--- config.mk ---
export PLATFORM = sky130hd
export DESIGN_NAME = arb_req_queue
export DESIGN_NICKNAME = d
export VERILOG_FILES = /design/src/rtl/arb_req_queue.sv
export SDC_FILE = /design/constraint.sdc
export NUM_CORES = 1
export LEC_CHECK = 0
export CAP_MARGIN = 20
export CORE_MARGIN = 2
export CORE_UTILIZATION = 51
export DETAILED_ROUTE_END_ITERATION = 6
export GPL_TIMING_DRIVEN = 0
export PLACE_DENSITY = 0.85
export SYNTH_ARGS = -nofsm -noshare
export SYNTH_HDL_FRONTEND = slang
export SYNTH_SLANG_ARGS = --single-unit
--- constraint.sdc ---
create_clock -name clk -period 2.1 [get_ports clk]
set_input_delay 0.315 -clock clk [delete_from_list [all_inputs] [get_ports clk]]
set_output_delay 0.315 -clock clk [all_outputs]
set_load 0.05 [all_outputs]
--- src/rtl/arb_req_queue.sv ---
// Upstream request stage for a 2-way arbiter: two per-requester FIFOs,
// a registered request vector, and a one-cycle tagged output pulse.
module arb_req_queue #(
  parameter int DW    = 8,
  parameter int DEPTH = 4
) (
  input  logic          clk,
  input  logic          reset,
  input  logic          push0_valid,
  input  logic [DW-1:0] push0_data,
  output logic          push0_ready,
  input  logic          push1_valid,
  input  logic [DW-1:0] push1_data,
  output logic          push1_ready,
  output logic [1:0]    request,
  input  logic [1:0]    grant,
  output logic          out_valid,
  output logic [DW-1:0] out_data,
  output logic          out_id,
  output logic          error
);

  localparam int AW = $clog2(DEPTH);
  localparam int CW = AW + 1;
  localparam logic [CW-1:0] FULL = CW'(DEPTH);

  logic [DW-1:0] mem0 [DEPTH];
  logic [DW-1:0] mem1 [DEPTH];
  logic [AW-1:0] wp0, rp0, wp1, rp1;
  logic [CW-1:0] cnt0, cnt1;
  logic [CW-1:0] cnt0_nx, cnt1_nx;
  logic          psh0, psh1;
  logic          pop0, pop1;
  logic          bad;

  assign push0_ready = cnt0 < FULL;
  assign push1_ready = cnt1 < FULL;
  assign psh0 = push0_valid && push0_ready;
  assign psh1 = push1_valid && push1_ready;

  // An illegal grant pops nothing; it only latches the error flag.
  always_comb begin
    bad  = 1'b0;
    pop0 = 1'b0;
    pop1 = 1'b0;
    unique case (grant)
      2'b01: begin
        if (cnt0 == '0) bad = 1'b1;
        else pop0 = 1'b1;
      end
      2'b10: begin
        if (cnt1 == '0) bad = 1'b1;
        else pop1 = 1'b1;
      end
      2'b11: bad = 1'b1;
      default: ;
    endcase
  end

  assign cnt0_nx = cnt0 + CW'(psh0) - CW'(pop0);
  assign cnt1_nx = cnt1 + CW'(psh1) - CW'(pop1);

  always_ff @(posedge clk or negedge reset) begin
    if (!reset) begin
      cnt0      <= '0;
      cnt1      <= '0;
      wp0       <= '0;
      rp0       <= '0;
      wp1       <= '0;
      rp1       <= '0;
      request   <= '0;
      out_valid <= 1'b0;
      out_data  <= '0;
      out_id    <= 1'b0;
      error     <= 1'b0;
    end else begin
      cnt0 <= cnt0_nx;
      cnt1 <= cnt1_nx;
      if (psh0) wp0 <= wp0 + 1'b1;
      if (psh1) wp1 <= wp1 + 1'b1;
      if (pop0) rp0 <= rp0 + 1'b1;
      if (pop1) rp1 <= rp1 + 1'b1;
      // Next-state occupancy keeps a registered arbiter off empty queues.
      request   <= {cnt1_nx != '0, cnt0_nx != '0};
      out_valid <= pop0 | pop1;
      if (pop0) begin
        out_data <= mem0[rp0];
        out_id   <= 1'b0;
      end else if (pop1) begin
        out_data <= mem1[rp1];
        out_id   <= 1'b1;
      end
      if (bad) error <= 1'b1;
    end
  end

  always_ff @(posedge clk) begin
    if (psh0) mem0[wp0] <= push0_data;
    if (psh1) mem1[wp1] <= push1_data;
  end

endmodule

==> impl_summary.md <==
Outcome
The run finished, with violations left. The checks that failed: negative setup slack.

Route
In the final routed layout, each cell accounts on average for 17.5 um. The vias after detailed routing is 1,972. The first detailed-routing pass took 4 iterations. The remaining routing DRC violations is 0. The routed design has 6530 um of wire.

Using the TritonRoute via totals, the vias-per-cell ratio works out to 5.29. The count of nets left with antenna violations once routing finished came out at 0. In this run, the number of DRC markers left after iteration 0 of detailed routing was 103.

Layout
Relative to the synthesized area, the layout overhead comes to 23.7%. The share of cells above drive strength 1 is 0.223. Measured on the finished design, the core utilization comes to 0.642. In the final design database the tool counted 304 nets. The total area of multi-input combinational cells is 1100 sq um.

Counting the fill cells in the layout gives 488. The number of diodes added for antenna fixing is 0. The cell area after layout is 4600 sq um. The area taken by flip-flops and latches is 2600 sq um.

GRT
The global-route total usage across every layer is 0.176. The via count of the first global-routing pass is 2,000. Summed over all layers, the global routing overflow is 0. The global-route wire length before repair is 10,100 um.

The number of antenna violations at the first check in global routing is 0. Entering global routing, the biggest net connects 16 pins.

Timing
The transition time at the pin with the least slew margin is 755 ps. The count of pins over their slew limit came to 0. The number of hold-slack violations in the final timing report is 0. Measured against its own limit, the worst slew margin works out to 0.495. Setup repair after global routing could not meet its margin everywhere. Dividing the final minimum period by the clock period gives 1.09.

On the final layout, the worst clock skew is 9.89 ps. The clock period minus final worst setup slack is 2290 ps. The count of endpoints failing setup in the final report is 3.

The worst hold slack after final layout is 409 ps. The final worst slack is -192 ps. The achievable clock frequency is 436 MHz.

Placement
In this run the cell area measured after placement is 4250 sq um. The worst slack at placement is -722 ps. The sum of net half-perimeters after detailed placement is 4360 um. The placer congestion estimate is 0.770.

The count of input and output buffers is 36.

Worst setup path
At the worst endpoint, the required time is 2330 ps. Along the worst path, the maximum fanout reaches 3. The worst setup path is captured at a flop.

The critical path is of the reg2reg type. Data on the critical path arrives at its endpoint at 2520 ps. The worst setup path is launched from a flop.

Synthesis
For this run, the number of Yosys warnings is 0. The synthesized netlist occupies a cell area of 3720 sq um. The synthesized netlist cell count is 214. The register bit count reported by yosys is 91.

The post-synthesis area per instance is 17.4 sq um. The post-synthesis cell type count is 31. The synthesized netlist net count is 249.

The proportion of synthesized chip area in sequential cells is 0.698.

Die
The total number of placement rows is 31. The height of the die is 89.4 um. The die covers 8000 sq um.

For this configuration, the core starts out at a cell density of 0.519. The region available for standard cell placement spans 7180 sq um. Measured along the x axis, the die boundary spans 89.4 um. The count of pins on the block boundary is 37.

Clock tree
The cell chosen for the clock root is sky130_fd_sc_hd__clkbuf_8. The TritonCTS sink count is 91. The clock-pin transition on the worst setup and hold timing paths is 90 ps. The number of clock buffers added by TritonCTS is 9. The maximum buffer depth of the clock tree is 2. The CTS tree is yes.

The number of H-tree levels is 3. The clock network latency to the later pin of the worst-skew pair is 340 ps.

Power
The total chip power is 6.40 mW. Across the VDD grid, the largest voltage drop is 0.478 mV. Power spread over the standard cell area amounts to 1390 nW/um^2. The cell leakage power is 1.67 nW.

Run
The tool flagged a number of max-cap violations equal to 0.

Hold path
The path type of the worst min-delay path is in2async.
synthesized netlist by cell type, drive strengths merged:
cell type	n	area share
o21ai	7	0.0094
buf	6	0.013
nor3b	1	0.0020
or3	12	0.020
o21bai	1	0.0020
nand2	2	0.0020
or2	1	0.0017
and2	8	0.013
ha	11	0.037
clkbuf	5	0.0054
nand3	5	0.0067
nor3	6	0.0081
a21o	1	0.0020
a31oi	4	0.0067
xnor2	9	0.021
xor2	2	0.0047
o311a	4	0.011
nor2b	3	0.0050
mux4	16	0.10
a21oi	1	0.0013
edfxtp	64	0.52
nor2	3	0.0037
dfrtp	27	0.18
inv	11	0.011
nand2b	2	0.0034
fa	2	0.011
layout by cell type (no fill, tap or decap), types with 3 or more instances in the layout:
cell                              instances
sky130_fd_sc_hd__mux4_2                  12
sky130_fd_sc_hd__or3_1                   12
sky130_fd_sc_hd__edfxtp_1                64
sky130_fd_sc_hd__xnor2_1                  7
sky130_fd_sc_hd__a31oi_1                  4
sky130_fd_sc_hd__clkdlybuf4s50_1         34
sky130_fd_sc_hd__buf_4                   12
sky130_fd_sc_hd__dfrtp_1                 24
sky130_fd_sc_hd__o311a_1                  4
sky130_fd_sc_hd__nor3_1                   4
sky130_fd_sc_hd__clkbuf_8                11
sky130_fd_sc_hd__mux4_1                   4
sky130_fd_sc_hd__dfrtp_2                  3
sky130_fd_sc_hd__and2_1                   8
sky130_fd_sc_hd__inv_1                   10
sky130_fd_sc_hd__o21ai_0                  7
sky130_fd_sc_hd__nand3_1                  5
sky130_fd_sc_hd__clkbuf_1                 3
sky130_fd_sc_hd__ha_1                     8
stage by stage:
step	setup TNS, ps	instances
final	-318	373
after global routing	-492	373
after CTS	-242	370
after detailed placement	-2740	350
after global placement	-2570	349
after floorplan	-193	214
worst max-delay path, cell delays in order (launching register included):
cell	delay [ps]
sky130_fd_sc_hd__dfrtp_2	440
sky130_fd_sc_hd__nor3_4	220
sky130_fd_sc_hd__nor2_4	70
sky130_fd_sc_hd__ha_4	270
sky130_fd_sc_hd__inv_2	50
sky130_fd_sc_hd__ha_4	150
sky130_fd_sc_hd__fa_2	350
sky130_fd_sc_hd__xnor2_2	140
sky130_fd_sc_hd__xnor2_1	160
sky130_fd_sc_hd__or3_1	320
flip-flops by register name, indices dropped and copies added (netlist names), 2 cells and up:
name	cells
out_data	8
mem0	32
cnt1	3
cnt0	3
wp1	2
mem1	32
rp0	2
request	2
wp0	2
rp1	2
area by class of cell:
class / instances / area share
Multi-Input combinational cell: 101 / 0.240
Clock buffer: 12 / 0.0337
Clock inverter: 4 / 0.0158
Buffer: 9 / 0.0141
Inverter: 11 / 0.00897
Sequential cell: 91 / 0.565
Tap cell: 99 / 0.0269
Timing Repair Buffer: 46 / 0.0957
power breakdown:
group	leakage (nW)	switching [mW]	internal (mW)	total, mW
Clock	0.113	0.564	0.734	1.30
Combinational	0.671	1.37	1.15	2.52
Sequential	0.885	0.219	2.37	2.59
Total	1.67	2.15	4.25	6.40
path summary, 6_finish.rpt:
kind	startpoint	to	slack (ps)	cells after the start
worst max-delay path	cnt1[1]$_DFF_PN0_	request[1]$_DFF_PN0_	-190	9
worst min-delay path	reset	cnt0[1]$_DFF_PN0_	410	1
worst max register to register	cnt1[1]$_DFF_PN0_	request[1]$_DFF_PN0_	-190	9
worst min register to register	out_id$_DFFE_PN0P_	out_id$_DFFE_PN0P_	490	1
max in group asynchronous	reset	cnt1[1]$_DFF_PN0_	1130	2
min in group clk	grant[1]	error$_DFFE_PN0P_	480	3
layer usage:
metal	global-route usage	wire (um)	vias up
met1	0.225	2730	991
met4	0.0719	109	0
li1	-	-	916
met3	0.0369	246	9
met5	0	0	-
met2	0.295	3450	56
timing repair:
item | CTS | global route
setup endpoints to repair | 4 | 3
pin swaps | 5 | 2
gates resized for setup | 13 | 8
endpoints found under the hold margin | 0 | 0
buffers inserted | 5 | 4
hold buffers | 0 | 0
kinds of logic after synthesis:
logic type | after synthesis | share of synthesized area
simple gates | 43 | 0.0662
fa+ha+maj | 13 | 0.0477
xor+xnor | 11 | 0.0259
buf+inv | 22 | 0.0292
compound gates | 18 | 0.0323
mux | 16 | 0.101
flops | 91 | 0.698
Power figures use the tool's default switching activity.
